`src/rtl/mm_accel_pkg.sv`:
```
// Shared definitions for the matrix-multiply accelerator datapath: bank
// polarity (tied to the 2:1 mux select) and operand-bank status encoding.
package mm_accel_pkg;

  localparam logic BANK_A = 1'b1;
  localparam logic BANK_B = 1'b0;

  localparam int DATA_W_DEF = 4;

  typedef enum logic {
    ST_EMPTY = 1'b0,
    ST_FULL  = 1'b1
  } bank_status_e;

endpackage

```
`src/rtl/pingpong_operand_buf_bank.sv`:
```
// One operand bank: DEPTH x DATA_W registers with a synchronous write port,
// a combinational read port and a synchronous clear on reset.
module operand_bank #(
  parameter  int DATA_W = 4,
  parameter  int DEPTH  = 4,
  localparam int AW     = $clog2(DEPTH)
) (
  input  logic              clk,
  input  logic              rst_n,
  input  logic              we,
  input  logic [AW-1:0]     waddr,
  input  logic [DATA_W-1:0] wdata,
  input  logic [AW-1:0]     raddr,
  output logic [DATA_W-1:0] rdata
);

  logic [DATA_W-1:0] mem_q [DEPTH];
  logic [DATA_W-1:0] mem_d [DEPTH];

  // Next storage contents: single-entry update on a write.
  always_comb begin
    mem_d = mem_q;
    if (we) begin
      mem_d[waddr] = wdata;
    end else begin
      mem_d = mem_q;
    end
  end

  // Storage registers, cleared to zero on reset.
  always_ff @(posedge clk) begin
    if (!rst_n) begin
      mem_q <= '{default: '0};
    end else begin
      mem_q <= mem_d;
    end
  end

  assign rdata = mem_q[raddr];

endmodule

```
`src/rtl/pingpong_operand_buf.sv`:
```
// Double-buffered operand store feeding the 2:1 memory mux: the loader fills
// one bank while the compute side drains the other; roles swap on fill/drain.
module pingpong_operand_buf
  import mm_accel_pkg::*;
#(
  parameter  int DATA_W = DATA_W_DEF,
  parameter  int DEPTH  = 4,
  localparam int AW     = $clog2(DEPTH)
) (
  input  logic              clk,
  input  logic              rst_n,
  input  logic              wr_valid,
  output logic              wr_ready,
  input  logic [DATA_W-1:0] wr_data,
  output logic              rd_valid,
  input  logic              rd_ready,
  output logic              rd_last,
  output logic [DATA_W-1:0] bank_a_q,
  output logic [DATA_W-1:0] bank_b_q,
  output logic              mux_sel,
  output logic [AW-1:0]     rd_addr
);

  localparam logic [AW-1:0] PTR_LAST = AW'(DEPTH - 1);
  localparam logic [AW-1:0] PTR_ONE  = AW'(1);

  bank_status_e  status_a_q, status_a_d;
  bank_status_e  status_b_q, status_b_d;
  logic          wr_bank_q, wr_bank_d;
  logic          rd_bank_q, rd_bank_d;
  logic [AW-1:0] wr_ptr_q, wr_ptr_d;
  logic [AW-1:0] rd_ptr_q, rd_ptr_d;

  bank_status_e wr_status_s;
  bank_status_e rd_status_s;
  logic         wr_fire_s, rd_fire_s;
  logic         wr_done_s, rd_done_s;
  logic         we_a_s, we_b_s;

  assign wr_status_s = (wr_bank_q == BANK_A) ? status_a_q : status_b_q;
  assign rd_status_s = (rd_bank_q == BANK_A) ? status_a_q : status_b_q;

  assign wr_ready  = (wr_status_s == ST_EMPTY);
  assign rd_valid  = (rd_status_s == ST_FULL);
  assign rd_last   = rd_valid && (rd_ptr_q == PTR_LAST);
  assign wr_fire_s = wr_valid && wr_ready;
  assign rd_fire_s = rd_valid && rd_ready;
  assign wr_done_s = wr_fire_s && (wr_ptr_q == PTR_LAST);
  assign rd_done_s = rd_fire_s && rd_last;
  assign we_a_s    = wr_fire_s && (wr_bank_q == BANK_A);
  assign we_b_s    = wr_fire_s && (wr_bank_q == BANK_B);

  assign mux_sel = rd_bank_q;
  assign rd_addr = rd_ptr_q;

  // Status, pointer and bank-role updates. A fill and a drain finishing in the
  // same cycle always target different banks, so both apply independently.
  always_comb begin
    status_a_d = status_a_q;
    status_b_d = status_b_q;
    wr_bank_d  = wr_bank_q;
    rd_bank_d  = rd_bank_q;
    wr_ptr_d   = wr_ptr_q;
    rd_ptr_d   = rd_ptr_q;

    if (wr_done_s && (wr_bank_q == BANK_A)) begin
      status_a_d = ST_FULL;
    end else if (rd_done_s && (rd_bank_q == BANK_A)) begin
      status_a_d = ST_EMPTY;
    end else begin
      status_a_d = status_a_q;
    end

    if (wr_done_s && (wr_bank_q == BANK_B)) begin
      status_b_d = ST_FULL;
    end else if (rd_done_s && (rd_bank_q == BANK_B)) begin
      status_b_d = ST_EMPTY;
    end else begin
      status_b_d = status_b_q;
    end

    if (wr_done_s) begin
      wr_ptr_d  = '0;
      wr_bank_d = ~wr_bank_q;
    end else if (wr_fire_s) begin
      wr_ptr_d  = wr_ptr_q + PTR_ONE;
    end else begin
      wr_ptr_d  = wr_ptr_q;
    end

    if (rd_done_s) begin
      rd_ptr_d  = '0;
      rd_bank_d = ~rd_bank_q;
    end else if (rd_fire_s) begin
      rd_ptr_d  = rd_ptr_q + PTR_ONE;
    end else begin
      rd_ptr_d  = rd_ptr_q;
    end
  end

  // Control state registers; reset discards any partial fill or drain.
  always_ff @(posedge clk) begin
    if (!rst_n) begin
      status_a_q <= ST_EMPTY;
      status_b_q <= ST_EMPTY;
      wr_bank_q  <= BANK_A;
      rd_bank_q  <= BANK_A;
      wr_ptr_q   <= '0;
      rd_ptr_q   <= '0;
    end else begin
      status_a_q <= status_a_d;
      status_b_q <= status_b_d;
      wr_bank_q  <= wr_bank_d;
      rd_bank_q  <= rd_bank_d;
      wr_ptr_q   <= wr_ptr_d;
      rd_ptr_q   <= rd_ptr_d;
    end
  end

  operand_bank #(.DATA_W(DATA_W), .DEPTH(DEPTH)) u_bank_a (
    .clk   (clk),
    .rst_n (rst_n),
    .we    (we_a_s),
    .waddr (wr_ptr_q),
    .wdata (wr_data),
    .raddr (rd_ptr_q),
    .rdata (bank_a_q)
  );

  operand_bank #(.DATA_W(DATA_W), .DEPTH(DEPTH)) u_bank_b (
    .clk   (clk),
    .rst_n (rst_n),
    .we    (we_b_s),
    .waddr (wr_ptr_q),
    .wdata (wr_data),
    .raddr (rd_ptr_q),
    .rdata (bank_b_q)
  );

endmodule
```
`config.mk`:
```
export PLATFORM = sky130hd
export DESIGN_NAME = pingpong_operand_buf
export DESIGN_NICKNAME = d
export VERILOG_FILES = /design/src/rtl/mm_accel_pkg.sv /design/src/rtl/pingpong_operand_buf_bank.sv /design/src/rtl/pingpong_operand_buf.sv
export SDC_FILE = /design/constraint.sdc
export NUM_CORES = 1
export LEC_CHECK = 0
export BUFFER_PORTS_ARGS = -buffer_cell sky130_fd_sc_hd__buf_2
export CORE_ASPECT_RATIO = 1.2
export CORE_MARGIN = 2
export CORE_UTILIZATION = 50
export DETAILED_ROUTE_END_ITERATION = 8
export PLACE_DENSITY = 0.73
export RECOVER_POWER = 25
export SYNTH_ARGS = -nofsm -noshare
export SYNTH_HDL_FRONTEND = slang
export SYNTH_HIERARCHICAL = 1
export SYNTH_SLANG_ARGS = --single-unit
```
`constraint.sdc`:
```
create_clock -name clk -period 2.1 [get_ports clk]
set_input_delay 0.63 -clock clk [delete_from_list [all_inputs] [get_ports clk]]
set_output_delay 0.63 -clock clk [all_outputs]
set_load 0.05 [all_outputs]
```
==> After elaboration in Yosys (flattened, before gate mapping) <==
Index checks and enable logic that the tools add are counted.
{ "op_classes": {"n_addsub": 2, "n_lt_le_gt_ge": 3, "n_eq_ne": 2, "mux": 16, "n_bitwise": 6, "n_reduce_logical": 16} }
{ "op_table": {"columns": ["cell", "count"], "rows": [
  ["$bwmux W16", 2],
  ["$mux W4", 5],
  ["$bmux W4 S2", 2],
  ["$logic_and A1 B1 Y1", 12],
  ["$demux W4 S2", 1],
  ["$ge A3 B3 Y1 const B", 2],
  ["$mux W1", 6],
  ["$not A2 Y3", 2],
  ["$add A2 B1 Y2 const B", 2],
  ["$eq A2 B2 Y1 const B", 2],
  ["$not A1 Y1", 4],
  ["$reduce_bool A2 Y1", 2],
  ["$reduce_or A2 Y1", 2],
  ["$lt A3 B1 Y1 const B", 1]
]} }
{ "word_totals": {"reg_bits": 40, "inputBits": 8, "output_inout_bits": 14} }

==> Depth between registers and ports, before layout <==
{ "depth": {"depth_word": 6, "ltp_mapped": 4, "depth_no_buf": 4} }

==> Modules after synthesis <==
Netlist, hierarchy kept.
{ "by_module_without_submodules": {"columns": ["module", "n_inst", "cells_per_inst", "area_per_inst_um2", "seq_area_each_um2"], "rows": [
  ["operand_bank", 2, 62, 708.2, 320.3],
  ["pingpong_operand_buf", 1, 44, 404.1, 160.2]
]} }

==> Worst setup path before layout <==
OpenSTA, ideal clock, no wires.
{ "synth_path": {"kind": "register to output", "from": "register rd_ptr_q[0], in the netlist rd_addr[0]", "to": "output port bank_a_q[3]", "t_arrival_ns": 1.747, "required_time_ns": 1.470, "path_slack_ns": -0.277, "path_stages_with_launch": 2, "path_buffers": 0, "path_cell_list": "dfxtp_1 > mux4_1"} }
{ "synth_via": {"elab_chain_len": 4} }
{ "synth_lines": {"columns": ["item", "line", "text"], "rows": [
  ["from (decl)", "pingpong_operand_buf.sv:32", "logic [AW-1:0] rd_ptr_q, rd_ptr_d;"],
  ["from (signal assigned)", "pingpong_operand_buf.sv:116", "rd_ptr_q <= rd_ptr_d;"],
  ["$not A2 Y3 (implied by the code)", "pingpong_operand_buf_bank.sv:39", "assign rdata = mem_q[raddr];"],
  ["$bmux W4 S2", "pingpong_operand_buf_bank.sv:39", null],
  ["$mux W4 (implied by the code) (2 in a row)", "pingpong_operand_buf_bank.sv:39", null],
  ["to (decl)", "pingpong_operand_buf.sv:18", "output logic [DATA_W-1:0] bank_a_q,"]
]} }
Every way passes these cells. The select of a mux whose other input is x is not followed.

==> Worst setup path in the final report <==
{ "layout_path": {"from": "register rd_ptr_q[1], in the netlist rd_addr[1]", "to": "output port bank_b_q[1]"} }
{ "layout_via": {"elab_chain_len": 4} }
{ "layout_lines": {"columns": ["item", "line", "text"], "rows": [
  ["$not A2 Y3 (implied by the code)", "pingpong_operand_buf_bank.sv:39", null],
  ["$bmux W4 S2", "pingpong_operand_buf_bank.sv:39", null],
  ["$mux W4 (implied by the code) (2 in a row)", "pingpong_operand_buf_bank.sv:39", null],
  ["to (decl)", "pingpong_operand_buf.sv:19", "output logic [DATA_W-1:0] bank_b_q,"]
]} }
Every way passes these cells. The select of a mux whose other input is x is not followed.

==> results.cfg <==
[detailed_routing]
wl_per_cell_um = 16.2
drc = 0
drt-total-wl_um = 3860
vias = 1364
first_pass_iters = 4
via_per_inst = 5.73
drt-initial-drc-count = 36
detail-route-antenna-nets = 0

[status]
outcome = completed

[timing]
worst_slew_pin_slew_ns = 0.917
worst_slack_ns = 0.0152
post-route-period-util = 0.993
finalSetupViolations = 0
relSlewSlack = 0.389
final.min_clock_period_ns = 2.08
rsz0062_at_grt = yes
clock.fmax_mhz = 480
skew_ns = 0.00768
maxSlewViolCount = 0
fin_hold_ws_ns = 0.462
hold_violations = 0

[clocking]
cts_made_buffers = 5
clk_pin_slew_ns = 0.08
cts_hold_buf = 0
htree_levels = 2
cts_root_buffer = clkbuf_8
clkLatencyLatePin_ns = 0.29
numClockSinks = 40
cts_tree = built
clockBufferDepth = 2

[yosys]
ys_types = 25
synthCells = 168
avgSynthCellArea_um2 = 10.8
ys_warn_count = 6
synthTopCellsByArea = dfxtp_1, mux2i_1, nand2_1, mux4_1, mux4_2
synth_nets = 178
syn_area_um2 = 1820
synth_area_leader_cell = dfxtp_1
ys_seq_area_frac = 0.440
synth_top_area_share = 0.440
ys_ff_latch = 40

[layout]
final_nets = 209
final_layout_size_suffix_gt1_frac = 0.281
final_area_um2 = 2120
area_growth_pct = 16.6
mostFrequentLayoutCell = nand2_1
multi_input_area_um2 = 987
fillers = 306
antenna-diode-count = 0
seq_area_um2 = 810
final_cell_mix = nand2_1, mux2i_1, dfxtp_1, buf_2, buf_4
finalNonFillerCells = 238

[worst_setup_path]
start_kind = flop
rrSetupSlack_ns = 0.57
required_ns = 1.47
end_kind = output pin
cp_data_arrival_time_ns = 1.45
crit_fanout = 6
critPathKind = reg -> out

[floorplanning]
std_cell_rows = 24
die_w_um = 59.1
die_area_um2 = 4140
die_h_um = 70.1
start_util = 0.509
ios = 22
fp.coreArea_um2 = 3570

[placed_design]
place_congestion = 0.713
pre_cts_slack_ns = 0.148
dpl_cell_area_um2 = 1990
portBuffers = 21
hpwl_um = 2700
placed_cells = 227

[power_and_ir_drop]
irDropWorstVdd_mv = 0.532
power.density_nw_per_um2 = 676
total_power_mw = 1.43
p_leak_nw = 1.01

[min_path]
hold_path_class = reg -> reg

[run]
drv_cap = 0

[global_routing]
overflow = 0
antenna_found_initial = 0
gr-usage-all-layers = 0.199
grt_pass1_vias = 1370
grt_start_max_net_pins = 51
grt_first_pass_wirelength_um = 6250
[worst max-delay path: stages, from the launching register on]
cell	delay [ns]
dfxtp_4	0.42
mux4_1	0.58
buf_6	0.17
[synth_stat cells]
library cell / n
mux4_2: 4
inv_1: 1
and2_1: 1
and3b_2: 1
ha_1: 2
nand4b_1: 1
a31oi_1: 1
nand3b_2: 4
clkbuf_1: 2
o21ai_0: 2
o311ai_0: 1
mux2i_1: 37
nor3b_1: 1
dfxtp_1: 40
nor3b_4: 2
a21o_1: 1
o21ba_2: 1
nor2_1: 3
nand3_1: 3
nand3b_1: 2
nand2_1: 49
buf_2: 3
or3b_2: 1
mux4_1: 4
mux2_2: 1
[through the flow]
stage | TNS, ns | util
2_1_floorplan | 0 | -
3_3_place_gp | 0 | 0.556
3_5_place_dp | 0 | 0.556
4_1_cts | 0 | 0.593
5_1_grt | -0.0367 | 0.594
6_report | 0 | 0.594
[path summary, 6_finish.rpt]
path / endpoint / depth (start not counted) / from
worst min-delay path: u_bank_a/mem_q[1] / 2 / u_bank_a/mem_q[1]
worst max-delay path: bank_b_q[1] / 2 / rd_addr[1]
worst min register to register: u_bank_a/mem_q[1] / 2 / u_bank_a/mem_q[1]
worst max register to register: wr_bank_q / 4 / wr_ptr_q[0]
[final cells by class]
cell class / instances / area share
flip-flops and latches: 40 / 0.381
well taps: 39 / 0.0230
repair buffers: 29 / 0.0907
inverters: 1 / 0.00177
clock buffers: 5 / 0.0324
multi-input cells: 122 / 0.465
clock inverters: 2 / 0.00589
[routing by layer]
| metal | vias to the layer above | GRT usage | routed length (µm) |
|---|---|---|---|
| li1 | 657 | - | - |
| met1 | 683 | 0.249 | 1670 |
| met2 | 20 | 0.344 | 2060 |
| met3 | 4 | 0.0370 | 96 |
| met4 | 0 | 0.0556 | 31 |
| met5 | - | 0 | 0 |
[flip-flops by register name, summed over array words and instances, names as in the netlist]
register	flops
u_bank_a/mem_q	16
rd_addr	2
mux_sel	1
status_b_q	1
wr_bank_q	1
u_bank_b/mem_q	16
wr_ptr_q	2
status_a_q	1
[cell families (layout without fill, tap and decap cells)]
kind of cell | Yosys count | in the layout | synth area share
and+or+nand+nor | 68 | 68 | 0.192
muxes | 46 | 46 | 0.317
adders and majority gates | 2 | 2 | 0.0137
AOI/OAI and AO/OA | 6 | 6 | 0.0234
DFF | 40 | 40 | 0.440
buffers and inverters | 6 | 37 | 0.0144
[what timing repair did]
item                                    4_1_cts  5_1_grt
resized for setup                             9        8
endpoints found under the setup margin        8        6
endpoints found under the hold margin         0        0
buffers inserted                              4        0
[power by group]
| group | internal [mW] | switching [mW] | leakage, nW | total (mW) |
|---|---|---|---|---|
| sequential | 0.775 | 0.0249 | 0.325 | 0.800 |
| clock | 0.225 | 0.259 | 0.0400 | 0.484 |
| combinational | 0.0606 | 0.0902 | 0.647 | 0.151 |
| total | 1.06 | 0.374 | 1.01 | 1.43 |
(Power assumes the default switching activity.)
